**src/rtl/sphn_btn_conditioner_if.sv**
```systemverilog
// Button-conditioner bus: raw paddle buttons in, debounced/resolved levels and press pulses out.
// The master side belongs to the pad ring and game logic; the slave side is the conditioner.
interface sphn_btn_conditioner_if;
    logic i_btn_up;
    logic i_btn_down;
    logic o_move_up;
    logic o_move_down;
    logic o_up_press;
    logic o_down_press;

    modport master (
        output i_btn_up,
        output i_btn_down,
        input  o_move_up,
        input  o_move_down,
        input  o_up_press,
        input  o_down_press
    );

    modport slave (
        input  i_btn_up,
        input  i_btn_down,
        output o_move_up,
        output o_move_down,
        output o_up_press,
        output o_down_press
    );
endinterface

```
**src/rtl/sphn_btn_conditioner.sv**
```systemverilog
// Paddle button conditioner: 2-flop synchronizer, per-button debounce FSM and opposing-press resolver.
// Optional macro SPHN_LAST_WINS_EN: when both buttons are held, the most recently pressed one wins.
module sphn_btn_conditioner #(
    parameter int unsigned DEBOUNCE_CYCLES = 250000
) (
    input  logic                         pix_clk,
    input  logic                         pix_rst_n,
    sphn_btn_conditioner_if.slave        btn
);

    localparam int CNT_W = $clog2(DEBOUNCE_CYCLES);
    localparam logic [CNT_W-1:0] CNT_LAST = CNT_W'(DEBOUNCE_CYCLES - 1);
    localparam int CH_UP = 0;
    localparam int CH_DN = 1;

    typedef enum logic [1:0] {
        ST_IDLE         = 2'd0,
        ST_PRESS_WAIT   = 2'd1,
        ST_HELD         = 2'd2,
        ST_RELEASE_WAIT = 2'd3
    } dbnc_state_e;

    logic [1:0] btn_raw;
    logic [1:0] sync1_q;
    logic [1:0] sync2_q;
    logic [1:0] held;
    logic [1:0] press_pulse_q;
    logic       move_up_c;
    logic       move_dn_c;

    assign btn_raw = {btn.i_btn_down, btn.i_btn_up};

    // Plain two-flop synchronizer; nothing may sit between the stages.
    always_ff @(posedge pix_clk or negedge pix_rst_n) begin
        if (!pix_rst_n) begin
            sync1_q <= 2'b00;
            sync2_q <= 2'b00;
        end else begin
            sync1_q <= btn_raw;
            sync2_q <= sync1_q;
        end
    end

`ifdef SPHN_LAST_WINS_EN
    logic [1:0] held_entry;
`endif

    genvar gi;
    generate
        for (gi = 0; gi < 2; gi++) begin : g_chan
            dbnc_state_e      state_q;
            dbnc_state_e      state_d;
            logic [CNT_W-1:0] cnt_q;
            logic [CNT_W-1:0] cnt_d;
            logic             press_q;
            logic             press_d;
            logic             held_c;
            logic             smp;

            assign smp = sync2_q[gi];

            always_ff @(posedge pix_clk or negedge pix_rst_n) begin
                if (!pix_rst_n) begin
                    state_q <= ST_IDLE;
                    cnt_q   <= '0;
                    press_q <= 1'b0;
                end else begin
                    state_q <= state_d;
                    cnt_q   <= cnt_d;
                    press_q <= press_d;
                end
            end

            // Counter is cleared on every state entry and stops at CNT_LAST, so it never wraps.
            always_comb begin
                state_d = state_q;
                cnt_d   = cnt_q;
                unique case (state_q)
                    ST_IDLE: begin
                        if (smp) begin
                            state_d = ST_PRESS_WAIT;
                            cnt_d   = '0;
                        end
                    end
                    ST_PRESS_WAIT: begin
                        if (!smp) begin
                            state_d = ST_IDLE;
                            cnt_d   = '0;
                        end else if (cnt_q == CNT_LAST) begin
                            state_d = ST_HELD;
                            cnt_d   = '0;
                        end else begin
                            cnt_d = cnt_q + CNT_W'(1);
                        end
                    end
                    ST_HELD: begin
                        if (!smp) begin
                            state_d = ST_RELEASE_WAIT;
                            cnt_d   = '0;
                        end
                    end
                    ST_RELEASE_WAIT: begin
                        if (smp) begin
                            state_d = ST_HELD;
                            cnt_d   = '0;
                        end else if (cnt_q == CNT_LAST) begin
                            state_d = ST_IDLE;
                            cnt_d   = '0;
                        end else begin
                            cnt_d = cnt_q + CNT_W'(1);
                        end
                    end
                    default: begin
                        state_d = ST_IDLE;
                        cnt_d   = '0;
                    end
                endcase
            end

            // A bounce that returns to HELD from RELEASE_WAIT is not a new press.
            always_comb begin
                held_c  = (state_q == ST_HELD) || (state_q == ST_RELEASE_WAIT);
                press_d = (state_q == ST_PRESS_WAIT) && (state_d == ST_HELD);
            end

            assign held[gi]          = held_c;
            assign press_pulse_q[gi] = press_q;
`ifdef SPHN_LAST_WINS_EN
            assign held_entry[gi]    = press_d;
`endif
        end
    endgenerate

`ifdef SPHN_LAST_WINS_EN
    // last_dir_q: 0 = up, 1 = down; up takes priority on simultaneous entry.
    logic last_dir_q;
    logic last_dir_d;

    always_comb begin
        last_dir_d = last_dir_q;
        if (held_entry[CH_UP]) begin
            last_dir_d = 1'b0;
        end else if (held_entry[CH_DN]) begin
            last_dir_d = 1'b1;
        end
    end

    always_ff @(posedge pix_clk or negedge pix_rst_n) begin
        if (!pix_rst_n) begin
            last_dir_q <= 1'b0;
        end else begin
            last_dir_q <= last_dir_d;
        end
    end

    always_comb begin
        move_up_c = held[CH_UP] & ~held[CH_DN];
        move_dn_c = held[CH_DN] & ~held[CH_UP];
        if (held[CH_UP] && held[CH_DN]) begin
            move_up_c = ~last_dir_q;
            move_dn_c = last_dir_q;
        end
    end
`else
    always_comb begin
        move_up_c = held[CH_UP] & ~held[CH_DN];
        move_dn_c = held[CH_DN] & ~held[CH_UP];
    end
`endif

    assign btn.o_move_up    = move_up_c;
    assign btn.o_move_down  = move_dn_c;
    assign btn.o_up_press   = press_pulse_q[CH_UP];
    assign btn.o_down_press = press_pulse_q[CH_DN];

endmodule
```
**src/flat_wrapper.sv**
```systemverilog
// flat-port wrapper written by rule: the top's interface ports become plain ports
module sphn_btn_conditioner_flat 
#(
    parameter int unsigned DEBOUNCE_CYCLES = 250000
)
  (pix_clk, pix_rst_n, btn_i_btn_up, btn_i_btn_down, btn_o_move_up, btn_o_move_down, btn_o_up_press, btn_o_down_press);
  sphn_btn_conditioner_if btn_i ();
  input  logic pix_clk;
  input  logic pix_rst_n;
  input wire logic [$bits(btn_i.i_btn_up)-1:0] btn_i_btn_up;
  input wire logic [$bits(btn_i.i_btn_down)-1:0] btn_i_btn_down;
  output wire logic [$bits(btn_i.o_move_up)-1:0] btn_o_move_up;
  output wire logic [$bits(btn_i.o_move_down)-1:0] btn_o_move_down;
  output wire logic [$bits(btn_i.o_up_press)-1:0] btn_o_up_press;
  output wire logic [$bits(btn_i.o_down_press)-1:0] btn_o_down_press;
  assign btn_i.i_btn_up = btn_i_btn_up;
  assign btn_i.i_btn_down = btn_i_btn_down;
  assign btn_o_move_up = btn_i.o_move_up;
  assign btn_o_move_down = btn_i.o_move_down;
  assign btn_o_up_press = btn_i.o_up_press;
  assign btn_o_down_press = btn_i.o_down_press;
  sphn_btn_conditioner #(.DEBOUNCE_CYCLES(DEBOUNCE_CYCLES)) u_core (.pix_clk(pix_clk), .pix_rst_n(pix_rst_n), .btn(btn_i));
endmodule
```
**config.mk**
```make
export PLATFORM = sky130hd
export DESIGN_NAME = sphn_btn_conditioner_flat
export DESIGN_NICKNAME = d
export VERILOG_FILES = /design/src/rtl/sphn_btn_conditioner_if.sv /design/src/rtl/sphn_btn_conditioner.sv /design/src/flat_wrapper.sv
export SDC_FILE = /design/constraint.sdc
export NUM_CORES = 1
export LEC_CHECK = 0
export ABC_AREA = 1
export CORE_MARGIN = 5
export CORE_UTILIZATION = 60
export CTS_CLUSTER_SIZE = 24
export DETAILED_ROUTE_END_ITERATION = 7
export GPL_ROUTABILITY_DRIVEN = 0
export PLACE_DENSITY = 0.88
export SETUP_SLACK_MARGIN = 0.4
export SLEW_MARGIN = 20
export SYNTH_ARGS = -nofsm -noshare
export SYNTH_HDL_FRONTEND = slang
export SYNTH_SLANG_ARGS = --single-unit
export TNS_END_PERCENT = 100
```
**constraint.sdc**
```tcl
create_clock -name pix_clk -period 2 [get_ports pix_clk]
set_input_delay 0.4 -clock pix_clk [delete_from_list [all_inputs] [get_ports pix_clk]]
set_output_delay 0.4 -clock pix_clk [all_outputs]
set_load 0.01 [all_outputs]
```
==> run_results.csv, run 1 <==
group,metric,value,unit
routing,vias_per_cell,5.79,
sta,tns,0,ns
finish,utilization,70.5,%
logic_synthesis,yosys.area.top_type,"dfrtp_1",
finish,fin_cells,399,
sta,fin_skew,0.0172,ns
global_route,grt_pass1_vias,2328,
logic_synthesis,synth.cell_area,2640,µm²
finish,fill_cells,296,
finish,nets,352,
worst_setup_path,start_kind,"flip-flop",
logic_synthesis,synth.net_count,327,
placed_design,portBuffers,7,
clock_tree,insertion_delay,0.31,ns
logic_synthesis,synth_cell_type_count,27,
clock_tree,cts.hold.buffers_added,0,
routing,wl_per_cell,16.2,µm
logic_synthesis,yosysWarningCount,0,
clock_tree,cts_made_buffers,5,
finish,drive_gt1_share,21.0,%
worst_setup_path,path_cells,"ha_2, nand3_2, nor2_2, nand3_4, nand2_8, inv_2, nand3_1, nand2_1",
finish,syn2layout_area_growth,14.9,%
clock_tree,cts_tree,"yes",
worst_setup_path,cp_data_arrival_time,1.78,ns
sta,tightest_slew,0.557,ns
sta,final_hold_viol_count,0,
routing,drc,0,
routing,antenna_left,0,
sta,setup_ws,0.432,ns
logic_synthesis,synth_ff_type,"dfrtp_1",
floorplan,start_util,61.4,%
finish,layout_common_cells,"79 x nand2_1, 46 x dfrtp_1, 35 x inv_1, 29 x nand3_1, 25 x nor2_1",
power,p_leak,1.37,nW
clock_tree,cts_buffer_depth,2,
finish,finalInstanceArea,3030,µm²
placed_design,place_area,2740,µm²
sta,slew_headroom,62.9,%
global_route,gr-total-overflow,0,
floorplan,die_w,76.3,µm
routing,routed_wl,6440,µm
routing,dr.first_iter.drc_count,190,
floorplan,die_h,76.3,µm
sta,grt_setup_unrepaired,"false",
hold_path,min_path_type,"in -> async",
global_route,antenna_found_initial,0,
placed_design,place_inst,377,
worst_setup_path,path_max_fanout,6,
logic_synthesis,synth_cells,321,
worst_setup_path,r2r_setup_slack,0.43,ns
clock_tree,h-tree-depth,2,
clock_tree,clk_pin_slew,0.10,ns
global_route,grt_pass1_wl,10300,µm
sta,max_freq,638,MHz
finish,final_common_cell,"nand2_1",
sta,timing.final.crit_share,78.4,%
clock_tree,clock_sinks,46,
run_status,status,"completed",
finish,diodes,0,
logic_synthesis,async_flop_share,100,%
logic_synthesis,yosysTopAreaCellShare,43.7,%
power,power_density,574,nW/µm²
logic_synthesis,synth-edff-count,0,
worst_setup_path,slowest_stage,"dfrtp_1",
sta,finalSetupViolCount,0,
power,total_power,1.74,mW
sta,maxSlewViolCount,0,
logic_synthesis,ys_ff_latch,46,
routing,vias,2309,
floorplan,rows,24,
global_route,track_usage,21.4,%
sta,holdWs,0.0608,ns
logic_synthesis,synth_area_per_cell,8.21,µm²
job,cap_violations,0,
placed_design,hpwl,3790,µm
floorplan,die_area,5820,µm²
worst_setup_path,crit_type,"reg -> reg",
worst_setup_path,crit_required,2.21,ns
global_route,grt_max_degree,25,
floorplan,ios,8,
power,peakVddDrop,0.480,mV
placed_design,place_ws,0.351,ns
logic_synthesis,synth_area_leaders,"dfrtp_1 44%, nand2_1 11%, nand3_1 5.7%",
logic_synthesis,ys_seq_area_share,43.7,%
routing,firstDrtPassIters,5,
worst_setup_path,critPathCaptureType,"flip-flop",
worst_setup_path,slowest_delay,0.39,ns
floorplan,core,4290,µm²
clock_tree,clock-root-buffer,"clkbuf_8",
sta,fin_crit,1.57,ns
-- kinds of logic (layout without fill, tap and decap cells) --
kind of cell / count (synthesis) / in the layout / share of synthesized area, %
adder cells (fa/ha/maj): 2 / 2 / 0.950
AND/OR/NAND/NOR: 168 / 169 / 30.6
flip-flops: 46 / 46 / 43.7
XOR/XNOR: 22 / 22 / 7.60
AO/OA/AOI/OAI: 36 / 36 / 9.31
buffers and inverters: 47 / 72 / 7.83
-- metal layers --
metal  global-route usage (%)  vias up  wire (µm)
met1                     27.0     1102       2570
met5                        0        -          0
met3                     5.08       23        452
met2                     34.4      111       3200
met4                     10.5        0        222
li1                         -     1073          -
-- path summary, 6_finish.rpt --
kind / to / cells past startpoint / start
min in group pix_clk: u_core.sync2_q[0] / 0 / u_core.sync1_q[0]
hold / removal: u_core.g_chan[0].cnt_q[11] / 1 / pix_rst_n
setup reg to reg: u_core.g_chan[1].cnt_q[13] / 8 / u_core.g_chan[1].cnt_q[1]
hold reg to reg: u_core.sync2_q[0] / 0 / u_core.sync1_q[0]
max in group asynchronous: u_core.btn.o_down_press / 2 / pix_rst_n
setup / recovery: u_core.g_chan[1].cnt_q[13] / 8 / u_core.g_chan[1].cnt_q[1]
-- worst max-delay path: cells and delay by family (launching register included) --
family                   cells  cell delay [ns]
AND/OR/NAND/NOR              6             0.77
adder cells (fa/ha/maj)      1             0.23
buffers and inverters        1             0.07
flip-flops                   1             0.39
-- repair_timing --
item	4_1_cts	5_1_grt
cloned	1	0
setup endpoints to repair	12	34
buffers inserted	7	6
hold endpoints to repair	0	0
pin swaps	2	3
resized for setup	4	16
-- registers in the layout (all words and copies together), names as in the netlist --
register / count
u_core.btn.o_up_press: 1
u_core.sync2_q: 2
u_core.g_chan.cnt_q: 36
u_core.btn.o_down_press: 1
u_core.sync1_q: 2
u_core.g_chan.state_q: 4
-- synthesized netlist by cell type, types with 6 or more instances --
| master | number |
|---|---|
| inv_1 | 35 |
| xnor2_1 | 6 |
| nor2_4 | 6 |
| nand2_2 | 6 |
| nand4_1 | 6 |
| inv_2 | 8 |
| o21ai_1 | 7 |
| dfrtp_1 | 46 |
| a21oi_1 | 9 |
| xor2_1 | 15 |
| nand3_1 | 30 |
| nor2_1 | 27 |
| nand2_1 | 80 |
-- area by class of cell --
type                    count  area, µm²  share of cell area, %
clock buffers               7       96.3                   3.18
clock inverters             1       8.76                  0.289
multi-input cells         229       1360                   45.0
inverters                  43        163                   5.37
well taps                  52       65.1                   2.15
repair buffers             21        181                   5.99
flip-flops and latches     46       1150                   38.0
-- report_power, final --
group / switching [mW] / total [mW] / leakage (nW) / internal [mW]
logic: 0.0826 / 0.131 / 0.692 / 0.0484
clock network: 0.335 / 0.652 / 0.0544 / 0.317
registers: 0.0121 / 0.954 / 0.626 / 0.942
Power figures use the tool's default switching activity.
==> inputs of run 2 (changes only) <==
==> constraint.sdc (replaced) <==
create_clock -name pix_clk -period 1.6 [get_ports pix_clk]
set_input_delay 0.32 -clock pix_clk [delete_from_list [all_inputs] [get_ports pix_clk]]
set_output_delay 0.32 -clock pix_clk [all_outputs]
set_load 0.01 [all_outputs]
==> run_results.csv, run 2 (same netlist as run 1, synthesis figures left out) <==
group,metric,value,unit
sta,max_freq,564,MHz
power,total_power,2.25,mW
placed_design,portBuffers,7,
clock_tree,cts_tree,"yes",
job,cap_violations,0,
placed_design,place_inst,379,
global_route,grt_pass1_vias,2743,
routing,drc,0,
worst_setup_path,crit_type,"reg -> reg",
finish,largestRegisters,"u_core.g_chan.cnt_q (36), u_core.g_chan.state_q (4)",
sta,fin_skew,0.0108,ns
clock_tree,insertion_delay,0.32,ns
hold_path,min_path_type,"in -> async",
sta,finalSetupViolCount,24,
finish,max_flop_register,"u_core.g_chan.cnt_q",
sta,slew_headroom,59.8,%
power,switching_share,28.0,%
floorplan,core,4290,µm²
clock_tree,cts.hold.buffers_added,0,
clock_tree,clock_sinks,46,
routing,antenna_left,0,
run_status,status,"finished, violations left",
floorplan,die_w,76.3,µm
finish,layout_common_cells,"62 x nand2_1, 36 x dfrtp_1, 33 x buf_4, 32 x inv_1",
power,p_leak,1.69,nW
power,peakVddDrop,0.814,mV
worst_setup_path,slowest_stage,"dfrtp_1",
worst_setup_path,critPathCaptureType,"flip-flop",
floorplan,rows,24,
finish,nets,391,
power,p_switching,630,µW
routing,dr.first_iter.drc_count,656,
sta,maxSlewViolCount,0,
finish,diodes,0,
clock_tree,cts_buffer_depth,2,
global_route,antenna_found_initial,0,
floorplan,die_h,76.3,µm
worst_setup_path,reg2reg_depth,7,
placed_design,place_ws,0.0662,ns
clock_tree,clock-root-buffer,"clkbuf_8",
floorplan,start_util,61.4,%
worst_setup_path,critPathTopFamily,"simple AND/OR/NAND/NOR gates",
worst_setup_path,r2r-end,"u_core.g_chan[0].cnt_q[0]",
clock_tree,cts_made_buffers,5,
worst_setup_path,path_cells,"inv_2, nor2_1, nand3b_1, nor2_2, nand2_4, nand2_2, o21ai_1",
global_route,gr-total-overflow,0,
finish,drive_gt1_share,48.4,%
sta,timing.final.crit_share,111,%
sta,tightest_slew,0.604,ns
floorplan,die_area,5820,µm²
worst_setup_path,cp_data_arrival_time,1.96,ns
sta,setup_ws,-0.174,ns
power,p_int,1.62,mW
power,combPwrFrac,11.9,%
floorplan,ios,8,
finish,final_common_cell,"nand2_1",
finish,syn2layout_area_growth,43.6,%
worst_setup_path,start_kind,"flip-flop",
routing,vias_per_cell,7.19,
power,power_density,596,nW/µm²
global_route,grt_pass1_wl,14600,µm
routing,routed_wl,12000,µm
sta,fin_crit,1.77,ns
routing,firstDrtPassIters,8,
worst_setup_path,crit_required,1.79,ns
sta,final_hold_viol_count,0,
worst_setup_path,slowest_delay,0.46,ns
global_route,grt_max_degree,47,
routing,wl_per_cell,27.4,µm
clock_tree,clk_pin_slew,0.09,ns
global_route,track_usage,31.8,%
finish,fin_cells,436,
finish,finalInstanceArea,3780,µm²
placed_design,place_area,2780,µm²
finish,largest_register_ffs,36,
power,seqPwrFrac,53.4,%
worst_setup_path,r2r_start,"u_core.g_chan[0].cnt_q[12]",
worst_setup_path,path_max_fanout,6,
placed_design,hpwl,3700,µm
sta,grt_setup_unrepaired,"true",
worst_setup_path,r2r_setup_slack,-0.17,ns
clock_tree,h-tree-depth,2,
worst_setup_path,cp.buffers_inverters,1,
power,clockPowerShare,34.7,%
routing,vias,3134,
run_status,violations,"negative setup slack",
## run 2: routing by layer
metal	GRT usage [%]	wire length (µm)	vias to the layer above	part of all wire, %
li1	-	-	1144	-
met1	40.2	4050	1429	34
met2	48.5	4910	401	41
met3	8.63	1940	160	16
met4	18.7	1070	0	9.0
met5	0	0	-	0
## run 2: worst max path at each step
stage                                          start  cells after the start                         end
after global routing      u_core.g_chan[0].cnt_q[12]                      9   u_core.g_chan[0].cnt_q[1]
final                     u_core.g_chan[0].cnt_q[12]                      7   u_core.g_chan[0].cnt_q[0]
after floorplan            u_core.g_chan[0].cnt_q[0]                      9   u_core.g_chan[0].cnt_q[5]
after detailed placement   u_core.g_chan[0].cnt_q[0]                     10  u_core.g_chan[0].cnt_q[16]
after global placement     u_core.g_chan[0].cnt_q[0]                     10  u_core.g_chan[0].cnt_q[14]
after CTS                  u_core.g_chan[0].cnt_q[1]                     10  u_core.g_chan[0].cnt_q[14]
## run 2: layout make-up
cell class / count / area [µm²]
timing repair inverter: 1 / 8.76
sequential: 46 / 1160
clock buffer: 6 / 82.6
timing repair buffer: 59 / 541
fill: 146 / 509
inverter: 43 / 194
tap: 52 / 65.1
multi-input combinational: 229 / 1730
## run 2: power by group through the flow
stage	Combinational, mW	Clock [mW]	Sequential (mW)
after floorplan	0.0810	0	1.21
after global placement	0.119	0	1.21
after detailed placement	0.122	0	1.21
after CTS	0.185	0.713	1.19
after global routing	0.276	0.798	1.20
final	0.269	0.781	1.20
## run 2: through the flow
stage,setup TNS [ns],hold slack [ns],util [%]
floorplan,0,0.0244,-
global placement,0,0.335,64.6
detailed placement,0,0.336,64.6
CTS,0,0.111,77.6
global route,-2.77,0.149,88.1
finish,-2.76,0.0935,88.1
## run 2: what timing repair did
| item | CTS | global route |
|---|---|---|
| cloned | 2 | 1 |
| setup endpoints to repair | 46 | 44 |
| buffers inserted | 33 | 15 |
| gates resized for setup | 66 | 86 |
| pin swaps | 27 | 44 |
==> inputs of run 3 (changes only) <==
--- a/config.mk
+++ b/config.mk
@@ -6,12 +6,15 @@
 export NUM_CORES = 1
 export LEC_CHECK = 0
 export ABC_AREA = 1
+export CELL_PAD_IN_SITES_DETAIL_PLACEMENT = 0
+export CELL_PAD_IN_SITES_GLOBAL_PLACEMENT = 1
 export CORE_MARGIN = 5
-export CORE_UTILIZATION = 60
+export CORE_UTILIZATION = 40
 export CTS_CLUSTER_SIZE = 24
 export DETAILED_ROUTE_END_ITERATION = 7
 export GPL_ROUTABILITY_DRIVEN = 0
-export PLACE_DENSITY = 0.88
+export GPL_TIMING_DRIVEN = 1
+export PLACE_DENSITY = 0.8
 export SETUP_SLACK_MARGIN = 0.4
 export SLEW_MARGIN = 20
 export SYNTH_ARGS = -nofsm -noshare
==> run_results.csv, run 3 (same netlist as run 1, synthesis figures left out) <==
group,metric,value,unit
run_status,status,"completed",
finish,syn2layout_area_growth,30.1,%
clock_tree,cts_tree,"yes",
clock_tree,cts_made_buffers,5,
worst_setup_path,reg2reg_depth,7,
floorplan,start_util,41.3,%
worst_setup_path,critPathCaptureType,"flip-flop",
worst_setup_path,cp.buffers_inverters,3,
hold_path,hold_depth,0,
global_route,gr-total-overflow,0,
placed_design,place_inst,407,
sta,setup_ws,0.151,ns
floorplan,die_h,91.2,µm
worst_setup_path,path_cells,"buf_6, xor2_2, inv_2, nor2_8, nand2_8, buf_12, o21ai_2",
routing,drc,0,
finish,multiInputGateArea,1530,µm²
finish,final_common_cell,"nand2_1",
floorplan,ios,8,
finish,max_flop_register,"u_core.g_chan.cnt_q",
floorplan,core,6390,µm²
finish,fill_cells,604,
clock_tree,clk_pin_slew,0.08,ns
floorplan,die_area,8310,µm²
clock_tree,h-tree-depth,2,
sta,finalSetupViolCount,0,
sta,tightest_slew,0.422,ns
worst_setup_path,start_kind,"flip-flop",
worst_setup_path,path_max_fanout,8,
worst_setup_path,slowest_delay,0.42,ns
global_route,antenna_found_initial,0,
sta,fin_crit,1.45,ns
routing,antenna_left,0,
worst_setup_path,crit_required,1.83,ns
floorplan,rows,29,
worst_setup_path,cp.depth,7,
routing,dr.first_iter.drc_count,63,
finish,largestRegisters,"u_core.g_chan.cnt_q (36), u_core.g_chan.state_q (4)",
finish,diodes,0,
sta,grt_setup_unrepaired,"true",
power,peakVddDrop,0.492,mV
routing,routed_wl,5940,µm
worst_setup_path,slowest_stage,"dfrtp_1",
finish,utilization,53.7,%
sta,timing.final.crit_share,90.6,%
placed_design,place_ws,-0.0208,ns
finish,layout_common_cells,"73 x nand2_1, 43 x dfrtp_1, 33 x inv_1, 23 x buf_4, 21 x nand3_1",
sta,max_freq,690,MHz
finish,largest_register_ffs,36,
sta,tns,0,ns
job,cap_violations,0,
finish,drive_gt1_share,35.8,%
routing,vias_per_cell,4.85,
global_route,grt_pass1_wl,9990,µm
finish,fin_cells,443,
hold_path,min_path_type,"reg -> reg",
sta,maxSlewViolCount,0,
routing,firstDrtPassIters,4,
clock_tree,clock-root-buffer,"clkbuf_8",
finish,nets,372,
sta,fin_skew,0.00421,ns
clock_tree,cts_buffer_depth,2,
global_route,grt_max_degree,47,
power,p_leak,1.50,nW
worst_setup_path,crit_type,"reg -> reg",
placed_design,hpwl,3900,µm
finish,regArea,1150,µm²
sta,final_hold_viol_count,0,
routing,vias,2150,
global_route,track_usage,14.7,%
worst_setup_path,cp_data_arrival_time,1.68,ns
clock_tree,clock_sinks,46,
floorplan,die_w,91.2,µm
worst_setup_path,r2r_setup_slack,0.15,ns
sta,holdWs,0.364,ns
placed_design,portBuffers,7,
sta,slew_headroom,71.8,%
power,power_density,610,nW/µm²
routing,wl_per_cell,13.4,µm
worst_setup_path,critPathTopFamily,"flip-flops",
clock_tree,insertion_delay,0.30,ns
global_route,grt_pass1_vias,2101,
==> run 3: changes by cell type in the layout (fill, tap and decap cells not counted), moves of 2 or more <==
cell	delta
nand3_2	-6
nand2_2	-7
clkinv_2	+2
dfrtp_2	-7
nor2_1	+7
nor2_2	-6
nand2_1	+11
nand3_1	+8
dfrtp_1	+7
nand2_4	-4
buf_4	-10
nand3_4	-2
buf_6	-8
==> run 3: where the power goes <==
group / switching [mW] / internal, mW / leakage, nW
Combinational: 0.119 / 0.0804 / 0.837
Clock: 0.406 / 0.294 / 0.0438
Sequential: 0.0128 / 1.18 / 0.621
==> run 3: cell type report <==
type	instances	share of cell area [%]
clock inverter	2	0.292
timing repair buffer	41	10.9
timing repair inverter	1	0.183
inverter	43	5.37
clock buffer	5	2.01
tap	77	2.81
multi-input combinational	228	44.8
sequential	46	33.7
==> run 3: routing by layer <==
metal	global-route usage (%)	up-vias	wire length, µm
met5	0	-	0
met3	2.56	6	149
li1	-	1109	-
met1	20.9	1015	2850
met4	4.16	0	63
met2	23.0	20	2880
==> run 3: worst reg2reg max path, delay by kind of cell (launching register included) <==
kind | cells | cell delay (ns)
xor+xnor | 1 | 0.18
flops | 1 | 0.42
compound gates | 1 | 0.11
buf+inv | 3 | 0.41
simple gates | 2 | 0.26
==> run 3: path summary, 6_finish.rpt <==
check,startpoint,to
setup reg to reg,u_core.g_chan[1].state_q[1],u_core.g_chan[1].cnt_q[11]
min in group asynchronous,pix_rst_n,u_core.g_chan[0].cnt_q[11]
max in group asynchronous,pix_rst_n,u_core.g_chan[1].cnt_q[3]
hold / removal,u_core.sync1_q[0],u_core.sync2_q[0]
setup / recovery,u_core.g_chan[1].state_q[1],u_core.g_chan[1].cnt_q[11]
hold reg to reg,u_core.sync1_q[0],u_core.sync2_q[0]
==> run 3: per-stage QoR <==
step | power, mW | area, µm²
finish | 2.09 | 3430
detailed placement | 1.35 | 2840
CTS | 2.10 | 3280
global placement | 1.35 | 2840
global route | 2.18 | 3430
floorplan | 1.29 | 2660
==> run 3: timing repair <==
action,in CTS,in global routing
hold buffers,1,0
resized for setup,63,28
pin swaps,19,11
setup buffers,21,6
endpoints found under the hold margin,25,0
cloned,1,0
endpoints found under the setup margin,46,44
